<file path="src/rtl/pipe_pkg.sv">
// Shared pipeline types for the MIPS datapath: fetch FSM states, bubble encoding
// and the IF/ID bundle that later pipeline registers reuse.
package pipe_pkg;

  typedef enum logic [1:0] {
    IDLE  = 2'd0,
    FETCH = 2'd1,
    HOLD  = 2'd2,
    DROP  = 2'd3
  } fetch_state_e;

  localparam logic [31:0] NOP_INSTR        = 32'h0000_0000;
  localparam logic [31:0] DEFAULT_RESET_PC = 32'h0000_0000;

  typedef struct packed {
    logic        valid;
    logic [31:0] instr;
    logic [31:0] pc;
    logic [31:0] pc4;
  } ifid_t;

  function automatic logic [31:0] pc_plus4(input logic [31:0] pc);
    return pc + 32'd4;
  endfunction

endpackage

</file>
<file path="src/rtl/ifid_reg.sv">
// Generic pipeline register: flush beats hold, hold beats load.
// Shared by IF/ID, ID/EX, EX/MEM and MEM/WB through the type parameter.
module ifid_reg
  import pipe_pkg::*;
#(
  parameter type T         = ifid_t,
  parameter T    RESET_VAL = '0,
  parameter T    FLUSH_VAL = '0
) (
  input  logic clk,
  input  logic rst_n,
  input  logic load,
  input  logic hold,
  input  logic flush,
  input  T     d,
  output T     q
);

  always_ff @(posedge clk or negedge rst_n) begin
    if (!rst_n) begin
      q <= RESET_VAL;
    end else if (flush) begin
      q <= FLUSH_VAL;
    end else if (load && !hold) begin
      q <= d;
    end
  end

endmodule

</file>
<file path="src/rtl/if_fetch_stage.sv">
// Instruction-fetch stage: owns the PC, fetches from instruction memory and
// fills the IF/ID register, honouring hazard stalls and downstream redirects.
module if_fetch_stage #(
  parameter logic [31:0] RESET_PC  = pipe_pkg::DEFAULT_RESET_PC,
  parameter logic [31:0] NOP_INSTR = pipe_pkg::NOP_INSTR
) (
  input  logic                   clk,
  input  logic                   rst_n,
  output logic                   imem_req,
  output logic [31:0]            imem_addr,
  input  logic [31:0]            imem_rdata,
  input  logic                   imem_ready,
  input  logic                   stall_i,
  input  logic                   redirect_i,
  input  logic [31:0]            redirect_pc_i,
  output logic                   ifid_valid_o,
  output logic [31:0]            ifid_instr_o,
  output logic [31:0]            ifid_pc_o,
  output logic [31:0]            ifid_pc4_o,
  output pipe_pkg::fetch_state_e dbg_state
);
  import pipe_pkg::*;

  // Handshake: imem_req stays high with imem_addr frozen until the cycle in
  // which imem_ready is seen high; that cycle completes the transfer and
  // imem_rdata is consumed (or discarded in DROP) at the same clock edge.

  localparam ifid_t IFID_EMPTY = '{valid: 1'b0, instr: NOP_INSTR, pc: 32'h0, pc4: 32'h0};

  fetch_state_e state_q, state_d;
  logic [31:0]  pc_q, pc_d, req_addr_q, redirect_pc;
  logic [31:0]  buf_instr_q, buf_pc_q;
  logic         buf_load, ifid_load, ifid_flush;
  ifid_t        ifid_d, ifid_q;

  assign redirect_pc = redirect_pc_i & ~32'h3;

  always_ff @(posedge clk or negedge rst_n) begin
    if (!rst_n) begin
      state_q    <= IDLE;
      pc_q       <= RESET_PC;
      req_addr_q <= RESET_PC;
    end else begin
      state_q <= state_d;
      pc_q    <= pc_d;
      // A new request is issued whenever the next state is FETCH; DROP keeps the old address.
      if (state_d == FETCH) req_addr_q <= pc_d;
    end
  end

  always_ff @(posedge clk or negedge rst_n) begin
    if (!rst_n) begin
      buf_instr_q <= NOP_INSTR;
      buf_pc_q    <= 32'h0;
    end else if (buf_load) begin
      buf_instr_q <= imem_rdata;
      buf_pc_q    <= req_addr_q;
    end
  end

  always_comb begin
    state_d    = state_q;
    pc_d       = pc_q;
    buf_load   = 1'b0;
    ifid_load  = 1'b0;
    ifid_flush = 1'b0;
    ifid_d     = '{valid: 1'b1, instr: imem_rdata, pc: req_addr_q, pc4: pc_plus4(req_addr_q)};
    unique case (state_q)
      IDLE: state_d = FETCH;
      FETCH: begin
        if (redirect_i) begin
          state_d = imem_ready ? FETCH : DROP;
        end else if (imem_ready && !stall_i) begin
          ifid_load = 1'b1;
          pc_d      = pc_plus4(pc_q);
        end else if (imem_ready) begin
          buf_load = 1'b1;
          state_d  = HOLD;
        end else if (!stall_i) begin
          ifid_flush = 1'b1;
        end
      end
      HOLD: begin
        if (redirect_i) begin
          state_d = FETCH;
        end else if (!stall_i) begin
          ifid_d    = '{valid: 1'b1, instr: buf_instr_q, pc: buf_pc_q, pc4: pc_plus4(buf_pc_q)};
          ifid_load = 1'b1;
          pc_d      = pc_plus4(pc_q);
          state_d   = FETCH;
        end
      end
      DROP: begin
        if (imem_ready) state_d = FETCH;
      end
    endcase
    // Redirect overrides everything, including a stall.
    if (redirect_i) begin
      pc_d       = redirect_pc;
      ifid_load  = 1'b0;
      ifid_flush = 1'b1;
    end
  end

  ifid_reg #(
    .T        (ifid_t),
    .RESET_VAL(IFID_EMPTY),
    .FLUSH_VAL(IFID_EMPTY)
  ) u_ifid_reg (
    .clk  (clk),
    .rst_n(rst_n),
    .load (ifid_load),
    .hold (stall_i),
    .flush(ifid_flush),
    .d    (ifid_d),
    .q    (ifid_q)
  );

  assign imem_req     = (state_q == FETCH) || (state_q == DROP);
  assign imem_addr    = req_addr_q;
  assign ifid_valid_o = ifid_q.valid;
  assign ifid_instr_o = ifid_q.instr;
  assign ifid_pc_o    = ifid_q.pc;
  assign ifid_pc4_o   = ifid_q.pc4;
  assign dbg_state    = state_q;

endmodule

</file>
<file path="config.mk">
export PLATFORM = sky130hd
export DESIGN_NAME = if_fetch_stage
export DESIGN_NICKNAME = d
export VERILOG_FILES = /design/src/rtl/pipe_pkg.sv /design/src/rtl/ifid_reg.sv /design/src/rtl/if_fetch_stage.sv
export SDC_FILE = /design/constraint.sdc
export NUM_CORES = 1
export LEC_CHECK = 0
export CAP_MARGIN = 20
export CORE_UTILIZATION = 40
export CTS_BUF_LIST = sky130_fd_sc_hd__clkbuf_4 sky130_fd_sc_hd__clkbuf_8
export CTS_CLUSTER_SIZE = 20
export DETAILED_ROUTE_END_ITERATION = 8
export PLACE_DENSITY_LB_ADDON = 0.15
export SYNTH_ARGS = -nofsm -noshare
export SYNTH_HDL_FRONTEND = slang
export SYNTH_HIERARCHICAL = 1
export SYNTH_SLANG_ARGS = --single-unit
</file>
<file path="constraint.sdc">
create_clock -name clk -period 2.4 [get_ports clk]
set_input_delay 0.24 -clock clk [delete_from_list [all_inputs] [get_ports clk]]
set_output_delay 0.24 -clock clk [all_outputs]
set_load 0.01 [all_outputs]
</file>
* Word-level counts from Yosys, hierarchy flattened
Cells that the tools add are included.
** Storage, ports and cells
- Register bits after elaboration :: 227
- Bits in latches :: 0
- Memory bits (writable) :: 0
- ROM bits :: 0
- Input port bits :: 69
- Output and inout port bits :: 132
- Word-level logic and storage cells :: 51
- Memories kept :: 0
** Operators by class
- Add/sub/neg operators :: 3
- $mul :: 0
- Divide/modulo/power cells :: 0
- $lt $le $gt $ge :: 0
- Eq/ne operators :: 4
- Shifts and indexed selects :: 0
- Multiplexer cells :: 29
- Bitwise operators :: 0
- Reductions and logical operators :: 6
** Operator list (count)
- $mux 96 :: 3
- $mux 97 :: 2
- $add 32x3->32 const B :: 3
- $mux 32 :: 3
- $pmux 32 s2 :: 1
- $mux 2 :: 7
- $mux 1 :: 11
- $pmux 2 s4 :: 1
- $eq 2x1->1 const B :: 2
- $eq 2x2->1 const B :: 2
- $logic_and 1x1->1 :: 2
- $logic_not 2->1 :: 1
- $pmux 1 s2 :: 1
- $reduce_bool 2->1 :: 1
- $logic_not 1->1 :: 1
- $logic_or 1x1->1 :: 1

* Logic depth before layout (Yosys ltp)
- Word-level depth :: 8
- Mapped depth :: 11
- Depth with buffers taken out :: 9

* Hierarchy
The synthesis kept the hierarchy.
** By module, submodules not included
- if_fetch_stage :: times used 1, cells an instance 796, area each 8249.2 um^2, seq. area each 3253.1 um^2
- ifid_reg :: times used 1, cells an instance 440, area each 4862.2 um^2, seq. area each 2427.3 um^2

* Worst setup path before layout
No wires, ideal clock.
- Kind :: register to register
- From :: reg state_q[1] (netlist: dbg_state[1])
- To :: reg req_addr_q[7] (netlist: imem_addr[7])
- Setup time :: 0.125 ns
- Arrival time :: 2.149 ns
- Data required time :: 2.275 ns
- Setup slack :: 0.126 ns
- Cell stages (with the launch flop) :: 11
- Buffers on the path :: 3
- Period minus slack after synthesis :: 2.274 ns
- Cell sequence :: dfrtp_1 -> inv_1 -> ha_1 -> buf_6 -> nor2_1 -> a21oi_1 -> a211oi_1 -> or2_1 -> buf_4 -> buf_6 -> mux2_2
** Between the ends
- Cells in the longest elaborated chain, start to end :: 5
- Elaborated cells on any way between the ends :: 14
** Ends and longest elaborated chain
- from (decl) :: RTL line if_fetch_stage.sv:30 : fetch_state_e state_q, state_d;
- from (signal assigned) :: RTL line if_fetch_stage.sv:44 : state_q <= state_d;
- $mux 2 :: RTL line if_fetch_stage.sv:76 : end else if (imem_ready) begin
- $mux 2 :: RTL line if_fetch_stage.sv:73 : end else if (imem_ready && !stall_i) begin
- $mux 2 :: RTL line if_fetch_stage.sv:71 : if (redirect_i) begin
- $pmux 2 s4 :: RTL line if_fetch_stage.sv:68 : unique case (state_q)
- $eq 2x1->1 :: RTL line if_fetch_stage.sv:47 : if (state_d == FETCH) req_addr_q <= pc_d;
- to (signal assigned) :: RTL line if_fetch_stage.sv:47
- to (decl) :: RTL line if_fetch_stage.sv:31 : logic [31:0] pc_q, pc_d, req_addr_q, redirect_pc;
Several ways; a longest one is shown, not always the timed one.
A chain may end at the register's enable or synchronous reset.

* Worst setup path in the final report
- From :: reg state_q[0] (netlist: dbg_state[0])
- To :: out imem_req
** Between the ends
- Cells in the longest elaborated chain, start to end :: 2
- Elaborated cells on any way between the ends :: 3
** Ends and longest elaborated chain
- $eq 2x1->1 / $eq 2x2->1 (equally long branches) :: RTL line if_fetch_stage.sv:119 : assign imem_req = (state_q == FETCH) || (state_q == DROP);
- $logic_or 1x1->1 (*) :: RTL line if_fetch_stage.sv:119
- to (decl) :: RTL line if_fetch_stage.sv:9 : output logic imem_req,
Every way passes the cells marked *; elsewhere a longest branch is shown, timed or not.

==> results.md <==
* Clk Latency, worst-skew pair at 550 ps
* Mux cell area share after synthesis at 0.147
* Yosys top cell area share at 0.433
* Number of global-route vias before repair at 10,500
* Via density at 5.42
* Die height at 183 µm
* Simple-gate portion of the synthesized area at 0.238
* DP Wirelength at 25,700 µm
* Cell with the most instances after synthesis: dfrtp_1
* Combinational share of power at 0.397
* Yosys top cell by area: dfrtp_1
* Total Routed Length at 37,400 µm
* CP Capture Type: primary output
* Maximum vdd ir drop at 0.694 mV
* Xor-xnor portion of the synthesized cell area at 0.0367
* Post-synthesis adder-cell area fraction at 0.00668
* CP Max Fanout at 4
* CP Depth at 4
* Net Switching at 5810 µW
* Switching power share of the total at 0.355
* R2R cell count at 9
* Fin. Hold Viols at 0
* Final setup fails at 0
* Diodes inserted at 0
* TritonCTS buffer count at 43
* Synthesized area per cell at 10.6 µm²
* CTS Root Cell: clkbuf_8
* WL per Instance at 19.4 µm
* R2R Setup Slk at 110 ps
* Ys flop type: dfrtp_1
* First-pass DRT Iterations at 5
* Clock share of power at 0.248
* Final Cycle Share at 0.973
* Number of DRC markers in iteration 0 at 522
* Drc violations at 0
* Post-synth EDFFs at 0
* Leakage at 0.00678 µW
* Reg clk slew, reported paths at 60 ps
* Chip Width at 183 µm
* Outcome: finished, final reports clean
* CTS max path bufs at 3
* Vias at 10,400
* Ys async rst share at 1.00
* CP max stage cell: clkdlybuf4s50_1
* Pwr/cell area at 972 nW/µm²
* Critical path type: reg -> out
* Tightest Pin Transition at 637 ps
* Synth cell count leaders: dfrtp_1, mux2_2, nand2b_1
* CTS tree: yes
* Finished Core Util at 0.529
* Crit path DAT at 2090 ps
* Main combinational cell family by area after synthesis: simple AND/OR/NAND/NOR gates
* Relative slew slack at 0.575
* Fin crit period at 2330 ps
* Internal at 10,600 µW
* Worst Setup EP: imem_req
* Fin Clk Skew at 14.3 ps
* First-pass GRT wire length at 59,400 µm
* Max-cap violations at 0
* Warnings from Yosys at 6
* Antenna violations before repair at 0
* Mapped Nets at 1,312
* Netlist cell types at 72
* #FFs+latches synth at 227
* Fin. max-slew vios at 0
* FF-to-FF End: imem_addr[23]
* Compound-Gate Fraction of Synth Area at 0.0958
* Post-layout nets at 1,534
* Max Clk Rate at 428 MHz
* Largest net degree at the start of global routing at 116
* Gpl congestion at 0.860
* Row cnt at 65
* Crit path largest cell delay at 480 ps
* GRT Overall Usage at 0.224
* CTS Sinks at 227
* CP startpoint: dbg_state[0]
* Top Ports at 201
* H-Tree Level Count at 2
* Layout cells sized above 1 at 0.222
* Post-synthesis instance area at 13,100 µm²
* Port bufs at 198
* Area grow syn2layout at 28.6%
* Pwr Total at 16,400 µW
* Initial Utilization at 0.411
* Post-synthesis sequential area ratio at 0.433
* Post-DRT Antenna Nets at 0
* Critical Path, Cell by Cell: buf_4 -> ha_1 -> or2_2 -> clkdlybuf4s50_1
* Filler Cells Inserted at 2,913
* Hold Path Class: in -> async
* TNS Setup at 0 ps
* Top post-synthesis cells by area: dfrtp_1, mux2_2, nand4bb_1
* Grt ovf at 0
* Worst EP required at 2160 ps
* Core area at 31,900 µm²
* Reg-to-reg startpoint: dbg_state[0]
* Post-Synthesis Cells at 1,236
* Family with the most delay on the worst path: buffers and inverters
* CP startpoint kind: flop
* Die Area at 33,500 µm²
* Sequential Power Share at 0.355
* Worst Path Buf+Inv at 2
==> routing by layer <==
layer / vias up / wire (µm) / track usage
met3: 73 / 1760 / 0.0322
met1: 5130 / 17400 / 0.311
met4: 0 / 884 / 0.0667
met5: - / 0 / 0
met2: 303 / 17400 / 0.361
li1: 4940 / - / -
==> final cells by class <==
class	instances	area (µm²)	area share
inverter	15	56.3	0.00334
timing repair buffer	276	2740	0.162
sequential	227	5680	0.337
clock inverter	9	77.6	0.00460
tap	435	544	0.0323
multi-input combinational	895	6900	0.409
clock buffer	69	862	0.0511
==> worst register-to-register path: stages, from the launching register on <==
cell	delay [ps]
dfrtp_1	410
inv_1	90
ha_2	240
inv_1	130
o32ai_1	300
a22oi_1	130
nor2_1	150
or2_4	170
buf_4	200
mux2_1	350
==> through the flow <==
| step | std cells | hold slack (ps) | setup slack [ps] | instance area [µm²] |
|---|---|---|---|---|
| finish | 1926 | 182 | 65.1 | 16900 |
| global route | 1926 | 188 | -4.56 | 16900 |
| CTS | 1925 | 166 | 19.6 | 16800 |
| detailed placement | 1846 | 164 | -40.4 | 15900 |
| global placement | 1846 | 162 | 15.1 | 15900 |
| floorplan | 1236 | -55.6 | 126 | 13100 |
==> cell families after synthesis <==
group / after synthesis
buffers and inverters: 114
adder cells (fa/ha/maj): 7
AND/OR/NAND/NOR: 450
other: 1
XOR/XNOR: 55
AO/OA/AOI/OAI: 209
multiplexers: 173
flip-flops: 227
==> power groups by stage <==
stage	Sequential, µW	Combinational [µW]	Clock [µW]
5_1_grt	5980	7050	4360
4_1_cts	5820	6510	4180
3_3_place_gp	5830	6420	0
3_5_place_dp	5880	6480	0
6_report	5820	6500	4070
2_1_floorplan	5840	3870	0
==> cell usage in the layout, fill, tap and decap left out, drive strengths merged, types with 6 or more instances in the layout <==
cell,n
nor3,18
xnor2,34
and2,6
clkbuf,69
or2,6
a31oi,8
nor2b,12
clkdlybuf4s50,195
nand2,71
buf,80
xor2,21
nand2b,101
mux2,157
nand4bb,97
o21ai,118
a21oi,29
and4,13
inv,15
nor2,34
nand3,37
and3,15
o221ai,7
a21o,8
ha,7
dfrtp,227
nand4,25
mux2i,16
==> registers in the layout, summed over array words and instances, names as in the netlist <==
signal        flops
pc_q             32
buf_instr_q      32
buf_pc_q         32
imem_addr        32
u_ifid_reg/q     97
dbg_state         2
==> worst min-delay path by stage <==
stage | from | to | slack (ps) | depth (start not counted)
finish | rst_n | u_ifid_reg/q[67] | 180 | 2
global route | rst_n | u_ifid_reg/q[67] | 190 | 2
CTS | rst_n | u_ifid_reg/q[67] | 170 | 2
detailed placement | rst_n | u_ifid_reg/q[67] | 160 | 1
global placement | rst_n | u_ifid_reg/q[67] | 160 | 1
floorplan | rst_n | buf_instr_q[0] | -60 | 0
==> timing repair <==
item,4_1_cts,5_1_grt
pin swaps,0,1
setup endpoints to repair,32,84
buffers inserted,0,1
hold endpoints to repair,64,0
gates resized for setup,1,4
hold buffers,1,0
Note: power is estimated with default switching activity, not from simulation.
